`src/rtl/pipe_pkg.sv`:
```
// rtl/pipe_pkg.sv - shared opcodes, field positions and IF/ID state type
package pipe_pkg;

  localparam logic [5:0] OP_RTYPE = 6'h00;
  localparam logic [5:0] OP_J     = 6'h02;
  localparam logic [5:0] OP_JAL   = 6'h03;
  localparam logic [5:0] OP_BEQ   = 6'h04;
  localparam logic [5:0] OP_BNE   = 6'h05;
  localparam logic [5:0] OP_LW    = 6'h23;
  localparam logic [5:0] OP_SW    = 6'h2B;
  // JR/JALR are R-type; they are told apart by the funct field
  localparam logic [5:0] FN_JR    = 6'h08;
  localparam logic [5:0] FN_JALR  = 6'h09;

  localparam logic [31:0] NOP_INSTR = 32'h0000_0000;

  localparam int OPC_MSB = 31;
  localparam int OPC_LSB = 26;
  localparam int RS_MSB  = 25;
  localparam int RS_LSB  = 21;
  localparam int RT_MSB  = 20;
  localparam int RT_LSB  = 16;
  localparam int RD_MSB  = 15;
  localparam int RD_LSB  = 11;
  localparam int IMM_MSB = 15;
  localparam int TGT_MSB = 25;

  typedef enum logic {
    RUN   = 1'b0,
    STALL = 1'b1
  } if_id_state_t;

  // Opcodes that read rt as a source operand (others write it or ignore it)
  function automatic logic uses_rt(input logic [5:0] opcode);
    case (opcode)
      OP_RTYPE, OP_BEQ, OP_BNE, OP_SW: uses_rt = 1'b1;
      default:                         uses_rt = 1'b0;
    endcase
  endfunction

endpackage

```
`src/rtl/load_use_detect.sv`:
```
// rtl/load_use_detect.sv - combinational load-use hazard detector
module load_use_detect
  import pipe_pkg::*;
(
  input  logic       id_valid,
  input  logic [4:0] id_rs,
  input  logic [4:0] id_rt,
  input  logic [5:0] id_opcode,
  input  logic       idex_memread,
  input  logic [4:0] idex_rt,
  output logic       hz
);

  logic rt_src;
  logic rs_match;
  logic rt_match;

  assign rt_src   = uses_rt(id_opcode);
  assign rs_match = (idex_rt == id_rs);
  assign rt_match = rt_src && (idex_rt == id_rt);

  // r0 is hardwired zero, so a load into it never creates a dependency
  assign hz = id_valid && idex_memread && (idex_rt != 5'd0) && (rs_match || rt_match);

endmodule

```
`src/rtl/if_id_stage.sv`:
```
// rtl/if_id_stage.sv - IF/ID pipeline register with stall, flush and counters
module if_id_stage
  import pipe_pkg::*;
#(
  parameter int ADDR_W  = 30,
  parameter int INSTR_W = 32,
  parameter int CNT_W   = 16
) (
  input  logic               clk,
  input  logic               reset,
  input  logic [ADDR_W-1:0]  if_addr,
  input  logic [INSTR_W-1:0] if_instr,
  input  logic               redirect,
  input  logic               idex_memread,
  input  logic [4:0]         idex_rt,
  output logic [INSTR_W-1:0] id_instr,
  output logic [ADDR_W-1:0]  id_pc,
  output logic [ADDR_W-1:0]  id_pc_plus1,
  output logic               id_valid,
  output logic [5:0]         id_opcode,
  output logic [4:0]         id_rs,
  output logic [4:0]         id_rt,
  output logic [4:0]         id_rd,
  output logic [15:0]        id_imm16,
  output logic [25:0]        id_tinstr,
  output logic               pc_hold,
  output logic               idex_bubble,
  output logic [CNT_W-1:0]   stall_cnt,
  output logic [CNT_W-1:0]   flush_cnt
);

  logic [INSTR_W-1:0] instr_q, instr_d;
  logic [ADDR_W-1:0]  pc_q, pc_d;
  logic               valid_q, valid_d;
  logic [CNT_W-1:0]   stall_cnt_q, stall_cnt_d;
  logic [CNT_W-1:0]   flush_cnt_q, flush_cnt_d;
  if_id_state_t       state_q, state_d;
  logic               hz;
  logic               stall_now;

  assign id_instr    = instr_q;
  assign id_pc       = pc_q;
  assign id_pc_plus1 = pc_q + ADDR_W'(1);
  assign id_valid    = valid_q;
  assign id_opcode   = instr_q[OPC_MSB:OPC_LSB];
  assign id_rs       = instr_q[RS_MSB:RS_LSB];
  assign id_rt       = instr_q[RT_MSB:RT_LSB];
  assign id_rd       = instr_q[RD_MSB:RD_LSB];
  assign id_imm16    = instr_q[IMM_MSB:0];
  assign id_tinstr   = instr_q[TGT_MSB:0];
  assign stall_cnt   = stall_cnt_q;
  assign flush_cnt   = flush_cnt_q;

  load_use_detect u_hz (
    .id_valid     (valid_q),
    .id_rs        (id_rs),
    .id_rt        (id_rt),
    .id_opcode    (id_opcode),
    .idex_memread (idex_memread),
    .idex_rt      (idex_rt),
    .hz           (hz)
  );

  // A redirect squashes the wrong-path instruction, so it overrides any stall
  assign stall_now = hz && !redirect;

  // FSM: track stall episodes; hazard is re-evaluated every cycle in either state
  always_comb begin
    state_d     = state_q;
    pc_hold     = 1'b0;
    idex_bubble = 1'b0;
    case (state_q)
      RUN: begin
        pc_hold     = stall_now;
        idex_bubble = stall_now;
        if (stall_now) state_d = STALL;
      end
      STALL: begin
        pc_hold     = stall_now;
        idex_bubble = stall_now;
        if (!stall_now) state_d = RUN;
      end
      default: state_d = RUN;
    endcase
  end

  // Next IF/ID contents and saturating counters: redirect > hazard > capture
  always_comb begin
    instr_d     = instr_q;
    pc_d        = pc_q;
    valid_d     = valid_q;
    stall_cnt_d = stall_cnt_q;
    flush_cnt_d = flush_cnt_q;
    if (redirect) begin
      instr_d = INSTR_W'(NOP_INSTR);
      valid_d = 1'b0;
      pc_d    = if_addr;
      if (flush_cnt_q != '1) flush_cnt_d = flush_cnt_q + CNT_W'(1);
    end else if (hz) begin
      if (stall_cnt_q != '1) stall_cnt_d = stall_cnt_q + CNT_W'(1);
    end else begin
      instr_d = if_instr;
      pc_d    = if_addr;
      valid_d = 1'b1;
    end
  end

  // State registers, cleared immediately when reset drops
  always_ff @(posedge clk or negedge reset) begin
    if (!reset) begin
      instr_q     <= INSTR_W'(NOP_INSTR);
      pc_q        <= '0;
      valid_q     <= 1'b0;
      stall_cnt_q <= '0;
      flush_cnt_q <= '0;
      state_q     <= RUN;
    end else begin
      instr_q     <= instr_d;
      pc_q        <= pc_d;
      valid_q     <= valid_d;
      stall_cnt_q <= stall_cnt_d;
      flush_cnt_q <= flush_cnt_d;
      state_q     <= state_d;
    end
  end

endmodule

```
`config.mk`:
```
export PLATFORM = sky130hd
export DESIGN_NAME = if_id_stage
export DESIGN_NICKNAME = d
export VERILOG_FILES = /design/src/rtl/pipe_pkg.sv /design/src/rtl/load_use_detect.sv /design/src/rtl/if_id_stage.sv
export SDC_FILE = /design/constraint.sdc
export NUM_CORES = 1
export LEC_CHECK = 0
export CORE_AREA = 2 2 102 104
export DETAILED_ROUTE_END_ITERATION = 7
export DIE_AREA = 0 0 104 106
export DONT_BUFFER_PORTS = 1
export HOLD_SLACK_MARGIN = 0.02
export PLACE_DENSITY = 0.75
export SYNTH_ARGS = -nofsm -noshare
export SYNTH_HDL_FRONTEND = slang
export SYNTH_SLANG_ARGS = --single-unit
export TNS_END_PERCENT = 20
```
`constraint.sdc`:
```
create_clock -name clk -period 2.7 [get_ports clk]
set_input_delay 0.54 -clock clk [delete_from_list [all_inputs] [get_ports clk]]
set_output_delay 0.54 -clock clk [all_outputs]
set_load 0.02 [all_outputs]
```
Yosys cells after proc, flatten, opt, wreduce, memory -nomap -nowiden
Cells that the tools add are included.
{ "op_classes": {"n_addsub": 3, "n_bitwise": 1, "n_mux": 7, "reduce_logical": 12, "eq_ne": 8} }
{ "op_table": {"columns": ["cell", "n"], "rows": [
  ["32-bit two-way mux", 2],
  ["30-bit two-way mux", 2],
  ["16-bit by 1-bit adder with 16-bit output, second input constant", 2],
  ["16-bit != test, second input constant", 2],
  ["30-bit by 1-bit adder with 30-bit output, second input constant", 1],
  ["6-bit by 3-bit equality test with 1-bit output, second input constant", 2],
  ["5-bit equality test", 2],
  ["6-bit equality test, second input constant", 1],
  ["6-bit logical NOT", 1],
  ["1-bit logical AND", 5],
  ["5-bit nonzero test", 1],
  ["4-bit OR reduction", 1],
  ["1-bit two-way mux", 3],
  ["3-bit AND reduction", 1],
  ["2-bit != test, second input constant", 1],
  ["2-bit AND reduction", 1],
  ["1-bit logical NOT", 1],
  ["1-bit logical OR", 1],
  ["1-bit NOT", 1]
]} }
{ "totals": {"input_bits": 71, "elab_cells": 36, "register_bits": 95, "out_inout_bits": 190} }

Longest topological paths before layout
Gate-level depths: netlist (run 1).
{ "depth": {"depth_word": 8, "mapped_depth": 8, "ltp_nobuf": 7} }

Cells and area by module
A second synthesis (run 1) with hierarchy kept.
{ "unflattened": {"hier_cells": 531, "area_unflattened_um2": 5062.4} }
{ "by_module_without_submodules": {"columns": ["module", "area_per_inst_um2", "seq_area_each_um2", "n_inst", "cells_each"], "rows": [
  ["if_id_stage", 4907.2, 2377.3, 1, 511],
  ["load_use_detect", 155.1, 0.0, 1, 20]
]} }

Worst setup path after synthesis (run 1)
No wires, ideal clock.
{ "synth_path": {"kind": "reg-to-output", "from": "register pc_q[2], in the netlist id_pc[2]", "to": "output id_pc_plus1[29]", "path_stages_with_launch": 7, "arrival_ps": 2161, "path_slack_ps": -1, "required_time_ps": 2160, "path_cell_list": "dfrtp_1 -> nand3_1 -> nor3_1 -> nand2_1 -> nor2_1 -> nand4_1 -> xnor2_1"} }
{ "synth_via": {"elab_chain_cells": 1} }
{ "synth_lines": {"columns": ["element", "line_no", "rtl"], "rows": [
  ["start: declaration", "if_id_stage.sv:33", "logic [ADDR_W-1:0] pc_q, pc_d;"],
  ["start signal: assignment", "if_id_stage.sv:119", "pc_q <= pc_d;"],
  ["30-bit by 1-bit adder with 30-bit output", "if_id_stage.sv:43", "assign id_pc_plus1 = pc_q + ADDR_W'(1);"],
  ["end: declaration", "if_id_stage.sv:18", "output logic [ADDR_W-1:0] id_pc_plus1,"]
]} }
Every way passes these cells.

Worst setup path after layout (run 1)
{ "layout_path": {"from": "register pc_q[0], in the netlist id_pc[0]", "to": "output id_pc_plus1[26]"} }
The elaborated chain is that of the path after synthesis.

==> results_dict.tcl, run 1 <==
set metrics [dict create \
    grt_pass1_wl_um 18000 \
    clockRootBuffer "clkbuf_8" \
    synth_compound_area_frac 0.0419 \
    power.static_leakage_uw 0.00240 \
    path_class "flip-flop to primary output" \
    synth_seq_cells 95 \
    drt_first_iter_violations 180 \
    vias 3463 \
    drc 0 \
    ys_types 37 \
    cts_buffer_depth 2 \
    power_density_nw_per_um2 594 \
    tns_ns 0 \
    cts_tree "built" \
    via_per_inst 5.41 \
    fillers 861 \
    cp_max_fo 6 \
    diodes 0 \
    htreeDepth 3 \
    antenna_found_initial 0 \
    first_pass_iters 4 \
    seq_area_um2 2390 \
    grt_max_degree 96 \
    grt_pass1_vias 3443 \
    clkTransAtPathRegs_ns 0.09 \
    synthAdderAreaFrac 0.00730 \
    syn_avg_cell_area_um2 10.1 \
    start_util 0.514 \
    synth_nets 585 \
    synth_top_family_by_area "simple AND/OR/NAND/NOR gates" \
    clk_latency_ns 0.37 \
    gr-usage-all-layers 0.209 \
    syn_area_um2 5140 \
    tightest_slew_ns 0.784 \
    hold_viol 95 \
    synthCells 511 \
    seq_area_frac_synth 0.463 \
    synth_edf_count 0 \
    cts_buffers 9 \
    nNetsFinal 574 \
    rsz0062_at_grt "yes" \
    routedWlPerCell_um 18.1 \
    whs_ns -0.140 \
    setup_ws_ns 0.0864 \
    cts_sinks 95 \
    die_area_um2 11000 \
    die_y_um 106 \
    synth_ff_type "dfrtp_1" \
    ir_worst_vdd_v 0.000469 \
    io_buffers 0 \
    synth-xor-area-share 0.116 \
    cp.arrival_ns 2.07 \
    gp_congestion 0.912 \
    rows 37 \
    yosys_warnings 0 \
    synthSimpleGateAreaFrac 0.176 \
    drive_gt1_frac 0.248 \
    dp_slack_ns 0.314 \
    muxShareOfSynthArea 0.0845 \
    fmax_mhz 383 \
    post-route-period-util 0.968 \
    ios 261 \
    finalSetupViolations 0 \
    slew_headroom 0.477 \
    design.core.area_um2 10000 \
    end_kind "primary output" \
    startpoint_type "flip-flop" \
    fin_crit_ns 2.61 \
    hold_path.class "primary input to asynchronous set/reset pin" \
    finalMaxSlewViolations 0 \
    ant_nets 0 \
    grt.overflow.total 0 \
    violations "hold timing" \
    synthToLayoutAreaGrowth_pct 6.28 \
    ff2ff_setup_slack_ns 0.34 \
    crit_required_ns 2.16 \
    drv_cap 0 \
    async_reset_ff_frac 1.00 \
    die_w_um 104 \
    multiInputGateArea_um2 2250 \
    finalWirelength_um 11600 \
    hpwlAfterDp_um 8540 \
    status "finished, violations left" \
    skew_ns 0.0189 \
]
synthesized netlist by cell type (all sizes together), types with 3 or more instances:
| library cell | number | area share |
|---|---|---|
| mux2 | 32 | 0.083 |
| xnor2 | 42 | 0.072 |
| inv | 3 | 0.0022 |
| o21ai | 32 | 0.031 |
| xor2 | 26 | 0.044 |
| and3 | 11 | 0.013 |
| ha | 3 | 0.0073 |
| nand4 | 16 | 0.021 |
| nor2 | 23 | 0.017 |
| dfrtp | 95 | 0.46 |
| buf | 69 | 0.10 |
| nand2 | 88 | 0.064 |
| clkbuf | 9 | 0.0066 |
| nor3 | 11 | 0.011 |
| nand3 | 29 | 0.028 |
worst paths after layout:
check	start	end	cells past startpoint
min in group clk	if_instr[6]	id_instr[6]$_DFFE_PN0P_	2
hold reg to reg	id_pc[1]$_DFFE_PN0P_	id_pc[1]$_DFFE_PN0P_	1
setup / recovery	id_pc[0]$_DFFE_PN0P_	id_pc_plus1[26]	8
hold / removal	reset	id_instr[16]$_DFFE_PN0P_	0
setup reg to reg	id_instr[28]$_DFFE_PN0P_	id_pc[20]$_DFFE_PN0P_	6
max in group asynchronous	reset	id_pc[11]$_DFFE_PN0P_	0
through the flow:
stage	cell area [um^2]	power [uW]	utilization	cells
floorplan	5140	2180	-	511
CTS	5410	3270	0.541	639
global route	5460	3390	0.546	640
detailed placement	5190	2250	0.519	624
finish	5460	3240	0.546	640
global placement	5190	2230	0.519	624
registers in the layout, indices dropped and copies added (netlist names):
name       count
stall_cnt     16
id_instr      32
flush_cnt     16
id_pc         30
id_valid       1
area by class of cell:
cell class / count / share of cell area
Clock inverter: 5 / 0.0149
Tap cell: 136 / 0.0311
Sequential cell: 95 / 0.437
Multi-Input combinational cell: 334 / 0.412
Inverter: 4 / 0.00275
Timing Repair Buffer: 56 / 0.0792
Clock buffer: 10 / 0.0234
metal layers:
metal,GRT usage,vias up,share of wire
met4,0.0695,0,0.016
met2,0.358,159,0.50
met1,0.245,1657,0.40
met5,0,-,0
met3,0.0730,19,0.075
li1,-,1628,-
report_power, final:
part | total (uW) | switching, uW | internal, uW
logic | 408 | 232 | 176
registers | 1820 | 295 | 1530
clock network | 1010 | 493 | 519
critical path: stages (launching register included):
cell	delay, ns
dfrtp_2	0.44
ha_4	0.17
nand3_1	0.09
nor2_2	0.16
nand2_2	0.12
nor3_4	0.24
nand4_1	0.14
xnor2_1	0.19
buf_4	0.16
timing repair:
item / in CTS / in global routing
endpoints found under the hold margin: 95 / 95
setup buffers: 0 / 1
gates resized for setup: 2 / 17
pin swaps: 0 / 5
endpoints found under the setup margin: 3 / 9
cells by family (layout without fill, tap and decap cells):
group	Yosys count	after routing
AND/OR/NAND/NOR	193	193
multiplexers	33	33
buffers and inverters	82	75
adder cells (fa/ha/maj)	3	3
flip-flops	95	95
AO/OA/AOI/OAI	37	37
XOR/XNOR	68	68
placed cells by master (no fill, tap or decap), types with 2 or more instances in the layout:
cell and n:
bufinv_16 2, dfrtp_2 8, xor2_1 26, ha_1 2, nand2_2 2, nor3_2 2
and3_1 10, mux2_2 15, nor3_1 8, inv_1 3, nor3b_1 2, or3_1 2
or4_1 2, nand2b_1 2, o21ai_0 32, nand3_1 29, nor2_1 21, mux2_4 17
nand4_1 15, dfrtp_1 87, clkbuf_8 9, xnor2_1 42, buf_4 55, nand2_1 86
No activity file was read; power rests on OpenSTA's default activity.
==> run 2, diff against run 1 <==
REMOVE_ABC_BUFFERS = 1   (was unset)
==> run 2 against run 1 <==
The flow still finishes with violations (hold timing). Non-clock buffer count is the same. Power is 4.7% higher. Critical path depth is 2 lower. Register-to-register slack improved by 0.02 ns. Global-route usage is 0.29 points lower. Combinational power grew 2%. Die area stayed put. Final area is 1.4% higher. Count of clock-buffer cells in the layout did not move. Critical endpoint is now id_pc_plus1[28]. Largest cell class unchanged.
==> results_dict.tcl, run 2 (synthesized netlist as in run 1, its figures left out) <==
set metrics [dict create \
    finalWirelength_um 11500 \
    drv_cap 0 \
    via_per_inst 5.55 \
    design.core.area_um2 10000 \
    whs_ns -0.141 \
    fin_crit_ns 2.62 \
    violations "hold timing" \
    routedWlPerCell_um 17.9 \
    vias 3557 \
    grt.overflow.total 0 \
    drive_gt1_frac 0.261 \
    cts_tree "built" \
    r2r-end "stall_cnt[1]$_DFFE_PN0P_" \
    r2r_start "stall_cnt[0]$_DFFE_PN0P_" \
    finalSetupViolations 0 \
    largest_reg_flops 32 \
    crit_start "id_pc[15]$_DFFE_PN0P_" \
    end_kind "primary output" \
    ant_nets 0 \
    gr-usage-all-layers 0.206 \
    synthToLayoutAreaGrowth_pct 7.81 \
    status "finished, violations left" \
    clockRootBuffer "clkbuf_8" \
    utilization 0.554 \
    ir_worst_vdd_v 0.000523 \
    htreeDepth 3 \
    cp_max_fo 6 \
    startpoint_type "flip-flop" \
    drc 0 \
    mostFrequentLayoutCells "dfrtp_1, nand2_1, buf_4, xnor2_1, o21ai_0" \
    power_density_nw_per_um2 613 \
    path_class "flip-flop to primary output" \
    crit_required_ns 2.16 \
    rows 37 \
    grt_pass1_vias 3593 \
    finalMaxSlewViolations 0 \
    grt_max_degree 96 \
    cp.arrival_ns 2.08 \
    first_pass_iters 4 \
    die_w_um 104 \
    cts_buffers 9 \
    ff2ff_path_depth 7 \
    post-route-period-util 0.970 \
    grt_pass1_wl_um 18200 \
    nNetsFinal 574 \
    fmax_mhz 382 \
    slew_headroom 0.449 \
    antenna_found_initial 0 \
    hpwlAfterDp_um 8230 \
    skew_ns 0.0182 \
    tns_ns 0 \
    ff2ff_setup_slack_ns 0.36 \
    cts_buffer_depth 2 \
    final_common_cell "dfrtp_1" \
    power.static_leakage_uw 0.00244 \
    tightest_slew_ns 0.827 \
    rsz0062_at_grt "yes" \
    die_area_um2 11000 \
    start_util 0.514 \
    die_y_um 106 \
    fillers 864 \
    ios 261 \
    hold_path.class "primary input to asynchronous set/reset pin" \
    drt_first_iter_violations 178 \
    cts_sinks 95 \
    hold_viol 95 \
    io_buffers 0 \
    diodes 0 \
    gp_congestion 0.817 \
    clk_latency_ns 0.36 \
    clkTransAtPathRegs_ns 0.10 \
]
run 2: cell types whose count changed in the layout (fill, tap and decap cells not counted), sizes merged:
| cell | change |
|---|---|
| bufinv | +1 |
run 2: power by group:
group	switching (uW)	internal (uW)	leakage, uW
Combinational	240	176	0.00112
Clock	507	646	0.000123
Sequential	299	1530	0.00120
run 2: worst max-delay path: stages (launching register included):
cell and delay [ns]:
dfrtp_2 0.49, and3_4 0.23, nand4_1 0.22, nor3_4 0.30, nand3_1 0.14, xnor2_2 0.18
buf_4 0.17
run 2: timing repair:
item / in CTS / in global routing
gates resized for setup: 13 / 13
gates cloned: 0 / 0
buffers inserted: 0 / 1
hold endpoints to repair: 95 / 95
setup endpoints to repair: 7 / 7
pin swaps: 2 / 6
run 2: per-stage QoR:
step	instance area, um^2	std cells	setup slack, ns	total power [uW]
2_1_floorplan	4580	433	-3.11	2110
3_3_place_gp	5190	624	0.293	2240
3_5_place_dp	5190	624	0.161	2270
4_1_cts	5480	640	-0.0187	3430
5_1_grt	5540	641	-0.0368	3530
6_report	5540	641	0.0815	3400
run 2: worst max path at each step:
stage | to | slack [ns]
global placement | id_pc_plus1[29] | 0.29
detailed placement | id_pc_plus1[25] | 0.16
global route | id_pc_plus1[26] | -0.04
CTS | id_pc_plus1[25] | -0.02
floorplan | stall_cnt[11]$_DFFE_PN0P_ | -3.11
finish | id_pc_plus1[28] | 0.08
run 2: layout make-up:
type	count	area, um^2	area share
tap	136	170	0.0307
clock inverter	6	115	0.0208
inverter	4	15.0	0.00271
timing repair buffer	56	433	0.0781
clock buffer	10	138	0.0248
multi-input combinational	334	2280	0.412
sequential	95	2390	0.431
run 2: layer usage:
layer	share of wire	wire length, um	GRT usage
met1	0.39	4500	0.236
met2	0.51	5870	0.358
met3	0.075	856	0.0595
met4	0.020	225	0.0898
met5	0	0	0
==> run 3, diff against run 2 <==
==> constraint.sdc (replaced) <==
create_clock -name clk -period 2.7 [get_ports clk]
set_input_delay 0.54 -clock clk [delete_from_list [all_inputs] [get_ports clk]]
set_output_delay 0.54 -clock clk [all_outputs]
set_load 0.005 [all_outputs]
==> run 3 against run 2 <==
The flow still finishes with violations (hold timing). Utilization decreased by 4.9 points. Largest cell class unchanged. Non-clock buffer count decreased by 50. Flip-flop and latch count unchanged. Sequential power decreased by 6%. First-iteration DRC count increased by 5.1%. Clock power decreased by 23%. Worst hold slack improved by 0.0036 ns. Critical path depth unchanged. Combinational power decreased by 43%.
==> results_dict.tcl, run 3 (synthesized netlist as in run 1, its figures left out) <==
set metrics [dict create \
    status "finished, violations left" \
    violations "hold timing" \
    grt.overflow.total 0 \
    largest_reg_flops 32 \
    start_util 0.514 \
    drt_first_iter_violations 187 \
    grt_pass1_vias 3232 \
    cts_setup_buffers 0 \
    slew_headroom 0.743 \
    tightest_slew_ns 0.385 \
    setup_ws_ns 0.147 \
    startpoint_type "flip-flop" \
    ios 261 \
    fin_crit_ns 2.55 \
    hpwlAfterDp_um 7650 \
    fmax_mhz 392 \
    hold_path.class "primary input to asynchronous set/reset pin" \
    total_power_uw 2840 \
    finalMaxSlewViolations 0 \
    ir_worst_vdd_v 0.000362 \
    cts_sinks 95 \
    die_area_um2 11000 \
    placedCellCount 575 \
    wl_met1_um 4470 \
    critPathMaxStageDelay_ns 0.47 \
    vias 3316 \
    wl_met3_um 746 \
    drive_gt1_frac 0.160 \
    synthToLayoutAreaGrowth_pct -1.68 \
    crit_required_ns 2.16 \
    antenna_found_initial 0 \
    skew_ns 0.0152 \
    mostFrequentLayoutCells "dfrtp_1, nand2_1, xnor2_1, o21ai_0, nand3_1" \
    wl_met2_um 5440 \
    worstPathCellList "nand3_2 > nor3_4 > nand2_1 > nor2_2 > nand4_1 > xnor2_1" \
    via_per_inst 5.61 \
    clockRootBuffer "clkbuf_8" \
    cpMaxStageDelayCell "dfrtp_1" \
    clk_latency_ns 0.36 \
    power_density_nw_per_um2 562 \
    cts_buffers 9 \
    clkTransAtPathRegs_ns 0.10 \
    routedWlPerCell_um 18.2 \
    grt_pass1_wl_um 17600 \
    io_buffers 0 \
    diodes 0 \
    hold_viol 95 \
    grt_max_degree 96 \
    drv_cap 0 \
    cp.arrival_ns 2.01 \
    final_cells 591 \
    htreeDepth 3 \
    ant_nets 0 \
    dp_slack_ns 0.259 \
    cts_tree "built" \
    whs_ns -0.137 \
    finalSetupViolations 0 \
    finalWirelength_um 10800 \
    power.static_leakage_uw 0.00216 \
    die_w_um 104 \
    rows 37 \
    gp_congestion 0.774 \
    drc 0 \
    design.core.area_um2 10000 \
    cts_buffer_depth 2 \
    highest_layer "met4" \
    post-route-period-util 0.945 \
    path_class "flip-flop to primary output" \
    cp_max_fo 5 \
    end_kind "primary output" \
    final_common_cell "dfrtp_1" \
    first_pass_iters 4 \
    gr-usage-all-layers 0.196 \
    die_y_um 106 \
    nNetsFinal 524 \
]
run 3: routing by layer:
layer | vias up | track usage
met5 | - | 0
met4 | 0 | 0.0531
met3 | 7 | 0.0540
met2 | 158 | 0.332
met1 | 1626 | 0.250
li1 | 1525 | -
run 3: repair_timing:
item | CTS | global route
gates resized for setup | 3 | 12
endpoints found under the setup margin | 6 | 10
endpoints found under the hold margin | 95 | 95
cloned | 0 | 0
run 3: worst max-delay path, delay by kind of cell, from the launching register on:
kind | cells | cell delay, ns
xor gates and xnor gates | 1 | 0.23
DFF | 1 | 0.47
and+or+nand+nor | 5 | 0.96
run 3: area by class of cell:
class                   instances  area (um^2)
clock buffers                  11          151
clock inverters                 5         31.3
fillers                       915         4950
inverters                       4         15.0
multi-input cells             334         2250
flip-flops and latches         95         2380
well taps                     136          170
repair buffers                  6         57.6
run 3: power breakdown:
group          switching, uW  internal [uW]
Sequential               193           1530
Clock                    498            385
Combinational            112            124
Total                    802           2040
run 3: through the flow:
step	cell area, um^2	TNS (ns)	util	hold slack, ns
after floorplan	4580	-216.88	-	0.244
after global placement	4820	0	0.482	0.246
after detailed placement	4820	0	0.482	0.246
after CTS	5010	0	0.501	-0.157
after global routing	5050	-0.0319	0.505	-0.170
final	5050	0	0.505	-0.137
run 3: final timing paths:
path	startpoint	endpoint	slack (ns)	cells past startpoint
worst max-delay path	id_pc[3]$_DFFE_PN0P_	id_pc_plus1[29]	0.15	6
worst min-delay path	reset	id_instr[30]$_DFFE_PN0P_	-0.14	0
worst max register to register	id_instr[27]$_DFFE_PN0P_	id_pc[21]$_DFFE_PN0P_	0.40	6
worst min register to register	stall_cnt[6]$_DFFE_PN0P_	stall_cnt[6]$_DFFE_PN0P_	0.53	1
max in group asynchronous	reset	id_pc[12]$_DFFE_PN0P_	2.68	0
min in group clk	if_instr[30]	id_instr[30]$_DFFE_PN0P_	0.30	2
